[src/rtl/dec_onehot2bin_reg_if.sv]
`default_nettype none
// ============================================================================
//  Module      : dec_onehot2bin_reg_if
//  Description : Streaming bus for the one-hot to binary decoder. Carries the
//                upstream valid/ready/data, the downstream valid/ready/data
//                with error flag, and the error-counter clear/count pair.
//  Revision    : 1.0  initial release
// ============================================================================
interface dec_onehot2bin_reg_if #(
    parameter int N         = 15,
    parameter int W         = 4,
    parameter int ERR_CNT_W = 8
);
    logic                 in_valid;
    logic                 in_ready;
    logic [N-1:0]         in;
    logic                 out_valid;
    logic                 out_ready;
    logic [W-1:0]         out;
    logic                 out_err;
    logic                 err_clr;
    logic [ERR_CNT_W-1:0] err_cnt;

    // Traffic source/sink side (drives beats in, accepts beats out)
    modport master (
        output in_valid, in, out_ready, err_clr,
        input  in_ready, out_valid, out, out_err, err_cnt
    );

    // Decoder side
    modport slave (
        input  in_valid, in, out_ready, err_clr,
        output in_ready, out_valid, out, out_err, err_cnt
    );
endinterface
`default_nettype wire

[src/rtl/dec_onehot2bin_reg.sv]
`default_nettype none
// ============================================================================
//  Module      : dec_onehot2bin_reg
//  Description : Registered one-hot to binary decoder with a valid/ready
//                handshake and 2-entry skid buffer (output register + skid
//                register). Malformed vectors (zero-hot or multi-hot) decode
//                to all-ones with an error flag and bump a saturating counter.
//  Revision    : 1.0  initial release
// ============================================================================
module dec_onehot2bin_reg #(
    parameter int N         = 15,
    parameter int W         = 4,
    parameter int ERR_CNT_W = 8
) (
    input  logic                  clk,
    input  logic                  rst,
    dec_onehot2bin_reg_if.slave   bus
);

    typedef enum logic [1:0] {
        S_EMPTY = 2'd0,
        S_ONE   = 2'd1,
        S_FULL  = 2'd2
    } state_t;

    localparam logic [ERR_CNT_W-1:0] c_err_max = {ERR_CNT_W{1'b1}};

    state_t               r_state;
    state_t               w_next_state;
    logic [W-1:0]         r_out;
    logic                 r_out_err;
    logic                 r_out_valid;
    logic [W-1:0]         r_skid;
    logic                 r_skid_err;
    logic                 r_in_ready;
    logic [ERR_CNT_W-1:0] r_err_cnt;

    logic                 w_accept;
    logic                 w_emit;
    logic                 w_load_out_in;
    logic                 w_load_out_skid;
    logic                 w_load_skid;
    logic [W-1:0]         w_idx;
    logic                 w_malformed;
    logic [W-1:0]         w_dec;

    assign w_accept = bus.in_valid && r_in_ready;
    assign w_emit   = r_out_valid && bus.out_ready;

    // Decode: OR together the indices of all set bits, then override with
    // all-ones when the vector is not exactly one-hot so no malformed input
    // can alias onto a legal index.
    always_comb begin
        w_idx       = '0;
        w_malformed = (bus.in == '0) || ((bus.in & (bus.in - N'(1))) != '0);
        for (int i = 0; i < N; i++) begin
            if (bus.in[i]) begin
                w_idx = w_idx | W'(i);
            end
        end
        w_dec = w_malformed ? {W{1'b1}} : w_idx;
    end

    // Buffer occupancy register
    always_ff @(posedge clk) begin
        if (!rst) begin
            r_state <= S_EMPTY;
        end else begin
            r_state <= w_next_state;
        end
    end

    // Next occupancy and datapath load selects
    always_comb begin
        w_next_state    = r_state;
        w_load_out_in   = 1'b0;
        w_load_out_skid = 1'b0;
        w_load_skid     = 1'b0;
        case (r_state)
            S_EMPTY: begin
                if (w_accept) begin
                    w_load_out_in = 1'b1;
                    w_next_state  = S_ONE;
                end
            end
            S_ONE: begin
                if (w_accept && w_emit) begin
                    w_load_out_in = 1'b1;
                end else if (w_accept) begin
                    w_load_skid  = 1'b1;
                    w_next_state = S_FULL;
                end else if (w_emit) begin
                    w_next_state = S_EMPTY;
                end
            end
            S_FULL: begin
                // in_ready is low here, so only the emit path can fire
                if (w_emit) begin
                    w_load_out_skid = 1'b1;
                    w_next_state    = S_ONE;
                end
            end
            default: w_next_state = S_EMPTY;
        endcase
    end

    // Output/skid registers; flags derived from next occupancy keep
    // in_ready free of any combinational path from out_ready.
    always_ff @(posedge clk) begin
        if (!rst) begin
            r_out       <= '0;
            r_out_err   <= 1'b0;
            r_skid      <= '0;
            r_skid_err  <= 1'b0;
            r_out_valid <= 1'b0;
            r_in_ready  <= 1'b1;
        end else begin
            if (w_load_out_in) begin
                r_out     <= w_dec;
                r_out_err <= w_malformed;
            end else if (w_load_out_skid) begin
                r_out     <= r_skid;
                r_out_err <= r_skid_err;
            end
            if (w_load_skid) begin
                r_skid     <= w_dec;
                r_skid_err <= w_malformed;
            end
            r_out_valid <= (w_next_state != S_EMPTY);
            r_in_ready  <= (w_next_state != S_FULL);
        end
    end

    // Saturating malformed-beat counter, counted at accept time
    always_ff @(posedge clk) begin
        if (!rst) begin
            r_err_cnt <= '0;
        end else if (bus.err_clr) begin
            r_err_cnt <= (w_accept && w_malformed) ? ERR_CNT_W'(1) : '0;
        end else if (w_accept && w_malformed && (r_err_cnt != c_err_max)) begin
            r_err_cnt <= r_err_cnt + ERR_CNT_W'(1);
        end
    end

    assign bus.in_ready  = r_in_ready;
    assign bus.out_valid = r_out_valid;
    assign bus.out       = r_out;
    assign bus.out_err   = r_out_err;
    assign bus.err_cnt   = r_err_cnt;

endmodule
`default_nettype wire

[src/flat_wrapper.sv]
// flat-port wrapper written by rule: the top's interface ports become plain ports
module dec_onehot2bin_reg_flat 
#(
    parameter int N         = 15,
    parameter int W         = 4,
    parameter int ERR_CNT_W = 8
)
  (clk, rst, bus_in_valid, bus_in, bus_out_ready, bus_err_clr, bus_in_ready, bus_out_valid, bus_out, bus_out_err, bus_err_cnt);
  dec_onehot2bin_reg_if #(.N(N), .W(W), .ERR_CNT_W(ERR_CNT_W)) bus_i ();
  input  logic clk;
  input  logic rst;
  input wire logic [$bits(bus_i.in_valid)-1:0] bus_in_valid;
  input wire logic [$bits(bus_i.in)-1:0] bus_in;
  input wire logic [$bits(bus_i.out_ready)-1:0] bus_out_ready;
  input wire logic [$bits(bus_i.err_clr)-1:0] bus_err_clr;
  output wire logic [$bits(bus_i.in_ready)-1:0] bus_in_ready;
  output wire logic [$bits(bus_i.out_valid)-1:0] bus_out_valid;
  output wire logic [$bits(bus_i.out)-1:0] bus_out;
  output wire logic [$bits(bus_i.out_err)-1:0] bus_out_err;
  output wire logic [$bits(bus_i.err_cnt)-1:0] bus_err_cnt;
  assign bus_i.in_valid = bus_in_valid;
  assign bus_i.in = bus_in;
  assign bus_i.out_ready = bus_out_ready;
  assign bus_i.err_clr = bus_err_clr;
  assign bus_in_ready = bus_i.in_ready;
  assign bus_out_valid = bus_i.out_valid;
  assign bus_out = bus_i.out;
  assign bus_out_err = bus_i.out_err;
  assign bus_err_cnt = bus_i.err_cnt;
  dec_onehot2bin_reg #(.N(N), .W(W), .ERR_CNT_W(ERR_CNT_W)) u_core (.clk(clk), .rst(rst), .bus(bus_i));
endmodule
[config.mk]
export PLATFORM = sky130hd
export DESIGN_NAME = dec_onehot2bin_reg_flat
export DESIGN_NICKNAME = d
export VERILOG_FILES = /design/src/rtl/dec_onehot2bin_reg_if.sv /design/src/rtl/dec_onehot2bin_reg.sv /design/src/flat_wrapper.sv
export SDC_FILE = /design/constraint.sdc
export NUM_CORES = 1
export LEC_CHECK = 0
export CORE_UTILIZATION = 47
export DETAILED_ROUTE_END_ITERATION = 7
export HOLD_SLACK_MARGIN = 0.12
export PLACE_DENSITY_LB_ADDON = 0.1
export RECOVER_POWER = 25
export SLEW_MARGIN = 20
export SYNTH_ARGS = -nofsm -noshare
export SYNTH_HDL_FRONTEND = slang
export SYNTH_SLANG_ARGS = --single-unit
export TNS_END_PERCENT = 5
[constraint.sdc]
create_clock -name clk -period 2.5 [get_ports clk]
set_input_delay 0.5 -clock clk [delete_from_list [all_inputs] [get_ports clk]]
set_output_delay 0.5 -clock clk [all_outputs]
set_load 0.005 [all_outputs]
---- Word-level counts from Yosys, hierarchy flattened ----
Index checks and enable logic that the tools add are counted.
storage, ports and cells
  output and inout port bits .............. 15
  word-level logic and storage cells ...... 62
  flip-flop bits (word level) ............. 22
  input bits .............................. 20
cells by class
  mux-type cells .......................... 35
  equality and inequality tests ........... 4
  bitwise gates (word level) .............. 1
  add/sub/neg operators ................... 2
  reductions and logical operators ........ 12
operators by type and width
  cell                                                                    number
  4-bit 2-to-1 mux                                                        10
  8-bit 2-to-1 mux                                                        2
  15-bit bitwise AND                                                      1
  15-bit zero test                                                        1
  15-bit nonzero test                                                     1
  15-bit by 1-bit subtractor with 15-bit output (second input constant)   1
  2-bit 2-to-1 mux                                                        7
  3-bit 2-to-1 mux                                                        4
  1-bit 2-to-1 mux                                                        10
  8-bit by 1-bit adder with 8-bit output (second input constant)          1
  8-bit != test (second input constant)                                   1
  2-bit case mux with 3 select lines                                      1
  2-bit nonzero test                                                      3
  1-bit logical AND                                                       5
  2-bit by 1-bit equality test with 1-bit output (second input constant)  1
  2-bit equality test (second input constant)                             1
  2-bit zero test                                                         1
  2-bit != test (second input constant)                                   1
  1-bit case mux with 2 select lines                                      1
  1-bit logical OR                                                        1

---- Logic depth before layout (Yosys ltp) ----
Gate-level depths: netlist of run 1.
  depth in word-level cells ............... 16
  depth in mapped cells ................... 8
  mapped depth without buffers ............ 7

---- Worst setup path after synthesis of run 1 ----
No wires, ideal clock.
  kind .................................... in2reg
  start point ............................. in bus_in[2]
  end point ............................... reg u_core.r_skid[3]
  slack ................................... 0.248 ns
  cell stages on the path ................. 8
  buffers on the path ..................... 1
  library setup time ...................... 0.146 ns
  data required time ...................... 2.354 ns
  data arrival time ....................... 2.107 ns
  path through ............................ nor3_2 -> nand2_2 -> maj3_2 -> o31a_1 -> or3_4 -> buf_6 -> nor3_2 -> a21oi_1
between the ends
  cells in the longest elaborated chain, start to end .. 5
  elaborated cells on any way between the ends .. 6
  classes of those cells .................. add/sub (1); mux (1); bitwise (1); reduce/logical (3)
ends and longest elaborated chain
  element                                        RTL line                   source
  from (decl)                                    flat_wrapper.sv:13         input wire logic [$bits(bus_i.in)-1:0] bus_in;
  15-bit by 1-bit subtractor with 15-bit output  dec_onehot2bin_reg.sv:55   w_malformed = (bus.in == '0) || ((bus.in & (bus.in - N'(1))) != '0);
  15-bit bitwise AND                             dec_onehot2bin_reg.sv:55
  15-bit nonzero test                            dec_onehot2bin_reg.sv:55
  1-bit logical OR (*)                           dec_onehot2bin_reg.sv:55
  4-bit 2-to-1 mux (*)                           dec_onehot2bin_reg.sv:61   w_dec = w_malformed ? {W{1'b1}} : w_idx;
  to (signal assigned)                           dec_onehot2bin_reg.sv:126  r_skid <= w_dec;
  to (decl)                                      dec_onehot2bin_reg.sv:33   logic [W-1:0] r_skid;
Every way passes the cells marked *; elsewhere a longest branch is shown, timed or not.
A chain may end at the register's enable or synchronous reset.

---- Worst setup path in the final report of run 1 ----
  start point ............................. in bus_in[4]
  end point ............................... reg u_core.r_out[2], in the netlist u_core.bus.out[2]
between the ends
  cells in the longest elaborated chain, start to end .. 13
  elaborated cells on any way between the ends .. 18
  classes of those cells .................. add/sub (1); mux (13); bitwise (1); reduce/logical (3)
ends and longest elaborated chain
  element                        RTL line                   source
  3-bit 2-to-1 mux (4 in a row)  dec_onehot2bin_reg.sv:57   if (bus.in[i]) begin
  4-bit 2-to-1 mux (7 in a row)  dec_onehot2bin_reg.sv:57
  4-bit 2-to-1 mux (*)           dec_onehot2bin_reg.sv:61
  4-bit 2-to-1 mux (*)           dec_onehot2bin_reg.sv:118  if (w_load_out_in) begin
  to (signal assigned)           dec_onehot2bin_reg.sv:119  r_out <= w_dec;
  to (signal assigned)           dec_onehot2bin_reg.sv:122  r_out <= r_skid;
  to (decl)                      dec_onehot2bin_reg.sv:30   logic [W-1:0] r_out;
Marked as above.

==> impl_metrics.tcl, run 1 <==
set metrics [dict create \
    status "complete, no violations" \
    global_route.usage.met1_pct 27.1 \
    clk_path_buf_depth 2 \
    drtAntennaViolNets 0 \
    remaining_drc_errors 0 \
    gp_routability_congestion 0.797 \
    synth-edff-count 0 \
    cts_root_buffer "sky130_fd_sc_hd__clkbuf_4" \
    post_cts_hold_buffer_count 0 \
    reg2reg_to "u_core.bus.out[2]" \
    reg2reg_slack_ps 820 \
    grt_antenna_before_repair 0 \
    floorplan.die.width_um 53.4 \
    yosys_warnings 0 \
    vdd.ir_drop.worst_v 0.000394 \
    hp-class "reg2reg" \
    busiest_layer "met2" \
    tritoncts.num_buffers 3 \
    floorplan.die.height_um 53.4 \
    syn-instance-count 150 \
    finalSetupViolations 0 \
    ff2ff_path_depth 5 \
    netlist_area_sq_um 1240 \
    timing.max_slew.rel_slack_pct 70.2 \
    yosys.area.top_type "sky130_fd_sc_hd__dfxtp_1" \
    path_class "in2reg" \
    yosysUniqueCellTypes 42 \
    final_min_period_over_clock_period_pct 97.0 \
    global_route.usage.total_pct 23.4 \
    cp_launch_type "input port" \
    clock_tree.htree_level_count 1 \
    drt-total-wl_um 3180 \
    design.core.area_sq_um 2500 \
    cts_post_setup_buffers_inserted 0 \
    tritoncts "yes" \
    critical_path_peak_fanout 4 \
    dr_total_vias 1365 \
    place.detailed.hpwl_um 2480 \
    cp-startpoint "bus_in[4]" \
    synth_ff_type "sky130_fd_sc_hd__dfxtp_1" \
    yosys_register_bits 22 \
    multiInputGateArea_sq_um 806 \
    grt_remaining_overflow 0 \
    final-instance-count-excl-fill 238 \
    detail_route.iter0.violations 34 \
    worstHoldPathCells 1 \
    layout_cell_share_with_drive_strength_beyond_1_pct 23.1 \
    yosysSeqAreaShare_pct 35.4 \
    synthDominantCellAreaShare_pct 35.4 \
    layout_min_cycle_time_ps 2420 \
    seq_area_sq_um 440 \
    placementRows 18 \
    synth_top_cells_by_area "sky130_fd_sc_hd__dfxtp_1 35%, sky130_fd_sc_hd__o21ai_0 5.6%, sky130_fd_sc_hd__mux2_2 4.5%, sky130_fd_sc_hd__nand3_1 4.0%, sky130_fd_sc_hd__a21oi_1 3.6%" \
    async_flop_share_pct 0 \
    grt.met3_usage_pct 3.45 \
    hold_vio_cnt_final 0 \
    grt_max_degree 14 \
    postSynthNetCount 171 \
    cts_resized 0 \
    fp.dieArea_sq_um 2860 \
    place.port_buffers 34 \
    fmaxAchievable_ghz 0.413 \
    global_route_wire_length_before_repair_um 4770 \
    layout.filler_cells 190 \
    total_power_mw 0.871 \
    drtPass1Iterations 4 \
    final_cell_mix "28 x sky130_fd_sc_hd__clkdlybuf4s50_1, 23 x sky130_fd_sc_hd__buf_4, 22 x sky130_fd_sc_hd__dfxtp_1" \
    leakage_power_nw 0.766 \
    final.hold.worst_slack_ps 522 \
    avgRoutedWirePerCell_um 13.4 \
    floorplan.io_pins 35 \
    detail_route.vias_per_cell 5.74 \
    cp.arrival_ps 2630 \
    path_clk_slew_ps 130 \
    num-nets-final 230 \
    via_count_of_the_first_global_routing_pass 1174 \
    initial_utilization_pct 49.7 \
    critical_path.endpoint_type "flop" \
    rr_startpoint "u_core.r_state[1]" \
    worst_ep_required_time_ps 2700 \
    critical_path.endpoint "u_core.bus.out[2]" \
    clkLatencyLatePin_ps 320 \
    drv.max_cap_violation_count 0 \
    timing_worst_slew_pin_value_ps 445 \
    powerDensity_nw_per_um2 466 \
    dp_cells 234 \
    syn_area_per_cell_sq_um 8.29 \
    syn_to_final_growth_pct 50.2 \
    layout_commonest_cell "sky130_fd_sc_hd__clkdlybuf4s50_1" \
    grt_use_met2_pct 39.8 \
    antenna-diode-count 0 \
    clock_sink_count 22 \
    finalClockSkew_ps 1.66 \
    slew_viol_final 0 \
]
flip-flops by register name, indices dropped and copies added (netlist names):
| register | cells |
|---|---|
| u_core.r_state | 2 |
| u_core.bus.out | 4 |
| u_core.bus.out_valid | 1 |
| u_core.bus.in_ready | 1 |
| u_core.bus.out_err | 1 |
| u_core.r_skid | 4 |
| u_core.r_skid_err | 1 |
| u_core.bus.err_cnt | 8 |
layout make-up:
type / count / share of cell area [%]
timing repair buffer: 58 / 28.1
multi-input combinational: 122 / 43.1
clock buffer: 3 / 1.21
sequential: 22 / 23.6
inverter: 2 / 0.402
clock inverter: 1 / 1.61
tap: 30 / 2.01
metal layers:
| layer | share of wire, % | vias up | wire length (um) |
|---|---|---|---|
| met5 | 0 | - | 0 |
| met4 | 2.4 | 0 | 75 |
| met3 | 3.9 | 9 | 124 |
| met2 | 49 | 39 | 1560 |
| met1 | 45 | 633 | 1420 |
| li1 | - | 684 | - |
cells in the mapped netlist (2+ instances only):
master                      n
sky130_fd_sc_hd__nand4_1    4
sky130_fd_sc_hd__nor3b_1    2
sky130_fd_sc_hd__nand3_1   10
sky130_fd_sc_hd__and3_1     6
sky130_fd_sc_hd__mux2_2     5
sky130_fd_sc_hd__nor2b_1    2
sky130_fd_sc_hd__dfxtp_1   22
sky130_fd_sc_hd__nor3_1     3
sky130_fd_sc_hd__o211a_1    2
sky130_fd_sc_hd__a21oi_1    9
sky130_fd_sc_hd__o21a_1     2
sky130_fd_sc_hd__a311oi_1   2
sky130_fd_sc_hd__nand2_1   12
sky130_fd_sc_hd__a31oi_1    7
sky130_fd_sc_hd__o21ai_0   14
sky130_fd_sc_hd__nor3_2     3
sky130_fd_sc_hd__inv_1      2
sky130_fd_sc_hd__nor2_1    12
sky130_fd_sc_hd__o31a_1     2
sky130_fd_sc_hd__or3_1      3
sky130_fd_sc_hd__clkbuf_1   3
sky130_fd_sc_hd__or2_2      2
sky130_fd_sc_hd__and2_1     2
metrics by stage:
step | TNS, ps | utilization (%) | cell area (sq um) | setup WS, ps
6_report | 0 | 74.7 | 1870 | 76.0
5_1_grt | -1.11 | 74.7 | 1870 | -1.11
4_1_cts | 0 | 73.3 | 1830 | 39.7
3_5_place_dp | -4550 | 71.2 | 1780 | -320
3_3_place_gp | -3190 | 71.2 | 1780 | -227
2_1_floorplan | 0 | - | 1240 | 248
worst min-delay path by stage:
stage,startpoint,end,slack [ps]
final,u_core.r_skid_err,u_core.r_skid_err,520
after global routing,u_core.r_skid_err,u_core.r_skid_err,530
after CTS,u_core.r_skid_err,u_core.r_skid_err,520
after detailed placement,u_core.r_skid_err,u_core.r_skid_err,490
after global placement,u_core.r_skid_err,u_core.r_skid_err,480
after floorplan,u_core.r_skid_err,u_core.r_skid_err,470
power breakdown:
group | internal, mW | switching (mW)
registers | 0.378 | 0.0204
clock network | 0.162 | 0.119
logic | 0.109 | 0.0826
worst max-delay path: stages:
cell and delay, ps:
sky130_fd_sc_hd__clkdlybuf4s50_1 430, sky130_fd_sc_hd__nor3_2 270, sky130_fd_sc_hd__nand2_2 80, sky130_fd_sc_hd__maj3_2 300
sky130_fd_sc_hd__o31a_1 260, sky130_fd_sc_hd__or3_4 400, sky130_fd_sc_hd__buf_4 170, sky130_fd_sc_hd__nor2_4 100
sky130_fd_sc_hd__a31oi_1 100
cells by family after synthesis:
family / count (synthesis) / synth area share, %
and+or+nand+nor: 70 / 32.0
AOI/OAI and AO/OA: 44 / 22.9
adders and majority gates: 2 / 1.91
DFF: 22 / 35.4
muxes: 6 / 5.33
buffers and inverters: 6 / 2.41
(Power assumes the default switching activity.)
==> run 2: changes to the inputs <==
--- a/config.mk
+++ b/config.mk
@@ -5,7 +5,9 @@
 export SDC_FILE = /design/constraint.sdc
 export NUM_CORES = 1
 export LEC_CHECK = 0
-export CORE_UTILIZATION = 47
+export CELL_PAD_IN_SITES_DETAIL_PLACEMENT = 1
+export CELL_PAD_IN_SITES_GLOBAL_PLACEMENT = 2
+export CORE_UTILIZATION = 27
 export DETAILED_ROUTE_END_ITERATION = 7
 export HOLD_SLACK_MARGIN = 0.12
 export PLACE_DENSITY_LB_ADDON = 0.1
==> run 2 against run 1 <==
Cell area grew 5.8%. Largest cell class unchanged. Total power grew 7.5%. Global-route usage shrank 7.2 points.
==> impl_metrics.tcl, run 2 (synthesis results as in run 1) <==
set metrics [dict create \
    layout_commonest_cell "sky130_fd_sc_hd__buf_4" \
    drv.max_cap_violation_count 0 \
    powerDensity_nw_per_um2 474 \
    antenna-diode-count 0 \
    grt_antenna_before_repair 0 \
    hold_vio_cnt_final 0 \
    num-nets-final 234 \
    number_of_flip_flops_under_the_largest_register_name 8 \
    final.hold.worst_slack_ps 507 \
    detail_route.vias_per_cell 5.14 \
    clock_tree.htree_level_count 1 \
    finalClockSkew_ps 6.44 \
    cts_root_buffer "sky130_fd_sc_hd__clkbuf_8" \
    place.detailed.hpwl_um 3090 \
    grt_max_degree 14 \
    global_route_wire_length_before_repair_um 6430 \
    finalSetupViolations 0 \
    clock_sink_count 22 \
    path_clk_slew_ps 90 \
    avgRoutedWirePerCell_um 14.4 \
    final_cell_mix "27 x sky130_fd_sc_hd__buf_4, 22 x sky130_fd_sc_hd__clkdlybuf4s50_1, 22 x sky130_fd_sc_hd__dfxtp_1" \
    timing_worst_slew_pin_value_ps 396 \
    initial_utilization_pct 28.4 \
    drt-total-wl_um 3800 \
    seq_area_sq_um 440 \
    critical_path.endpoint_type "flop" \
    slew_viol_final 0 \
    drtPass1Iterations 4 \
    p_int_mw 0.703 \
    floorplan.io_pins 35 \
    hp-class "reg2reg" \
    tritoncts.num_buffers 3 \
    layout.filler_cells 521 \
    layout_min_cycle_time_ps 2420 \
    fmaxAchievable_ghz 0.413 \
    grt_remaining_overflow 0 \
    remaining_drc_errors 0 \
    clk_path_buf_depth 2 \
    seq_power_share_pct 42.5 \
    detail_route.iter0.violations 68 \
    design.core.area_sq_um 4380 \
    gp_routability_congestion 0.773 \
    grt_setup_unrepaired "false" \
    status "complete, no violations" \
    syn_to_final_growth_pct 59.0 \
    comb_power_share_pct 21.5 \
    multiInputGateArea_sq_um 833 \
    tritoncts "yes" \
    layout_cell_share_with_drive_strength_beyond_1_pct 25.9 \
    reg2reg_slack_ps 890 \
    cp_launch_type "input port" \
    global_route.usage.total_pct 16.2 \
    critical_path_peak_fanout 3 \
    dr_total_vias 1358 \
    floorplan.die.height_um 69.9 \
    final_min_period_over_clock_period_pct 96.8 \
    vdd.ir_drop.worst_v 0.000231 \
    place.port_buffers 34 \
    clkLatencyLatePin_ps 260 \
    clkPwrFrac_pct 36.0 \
    drtAntennaViolNets 0 \
    placementRows 24 \
    leakage_power_nw 0.831 \
    netSwitchingPower_mw 0.233 \
    fp.dieArea_sq_um 4880 \
    floorplan.die.width_um 69.9 \
    via_count_of_the_first_global_routing_pass 1432 \
    timing.max_slew.rel_slack_pct 73.6 \
    cp.arrival_ps 2570 \
    worst_ep_required_time_ps 2650 \
    net_sw_share_pct 24.9 \
    total_power_mw 0.936 \
    post_cts_hold_buffer_count 0 \
    path_class "in2reg" \
]
-- run 2: final cells by class --
| cell class | count | share of cell area (%) |
|---|---|---|
| Clock inverter | 1 | 1.52 |
| Multi-Input combinational cell | 122 | 42.2 |
| Clock buffer | 3 | 2.09 |
| Inverter | 2 | 0.380 |
| Sequential cell | 22 | 22.3 |
| Tap cell | 52 | 3.29 |
| Timing Repair Buffer | 62 | 28.3 |
-- run 2: final timing paths --
check	end	cells after the start	start
hold / removal	u_core.r_skid_err	1	u_core.r_skid_err
hold reg to reg	u_core.r_skid_err	1	u_core.r_skid_err
setup reg to reg	u_core.bus.out_valid	6	u_core.bus.in_ready
setup / recovery	u_core.bus.out[3]	8	bus_in[9]
-- run 2: repair_timing --
item | 4_1_cts | 5_1_grt
pin swaps | 1 | 2
setup endpoints to repair | 14 | 17
buffers inserted | 0 | 1
gates cloned | 0 | 0
gates resized for setup | 5 | 13
-- run 2: through the flow --
step	setup slack (ps)	setup TNS [ps]	cell area (sq um)	utilization (%)	instances
after detailed placement	-398	-5810	1830	41.7	259
after global placement	-317	-4340	1830	41.7	259
after floorplan	248	0	1240	-	150
after global routing	10.5	0	1980	45.1	264
after CTS	8.26	0	1920	43.7	263
final	78.8	0	1980	45.1	264
-- run 2: per-layer routing --
layer / vias up / GRT usage, % / wire length [um]
li1: 694 / - / -
met1: 644 / 19.3 / 1650
met2: 18 / 30.2 / 2040
met3: 2 / 2.31 / 88
met4: 0 / 4.00 / 26
met5: - / 0 / 0
-- run 2: worst max-delay path, stage by stage --
cell                              delay, ps
sky130_fd_sc_hd__clkdlybuf4s50_1        430
sky130_fd_sc_hd__or2_4                  270
sky130_fd_sc_hd__maj3_2                 290
sky130_fd_sc_hd__o31a_1                 250
sky130_fd_sc_hd__or3_4                  420
sky130_fd_sc_hd__buf_4                  170
sky130_fd_sc_hd__nor3_2                 140
sky130_fd_sc_hd__a21oi_1                 90
-- run 2: power groups by stage --
stage          sequential, mW  clock (mW)  combinational (mW)
2_1_floorplan           0.403           0              0.0801
3_3_place_gp            0.405           0               0.194
3_5_place_dp            0.406           0               0.200
4_1_cts                 0.398       0.346               0.202
5_1_grt                 0.403       0.364               0.222
6_report                0.398       0.337               0.202
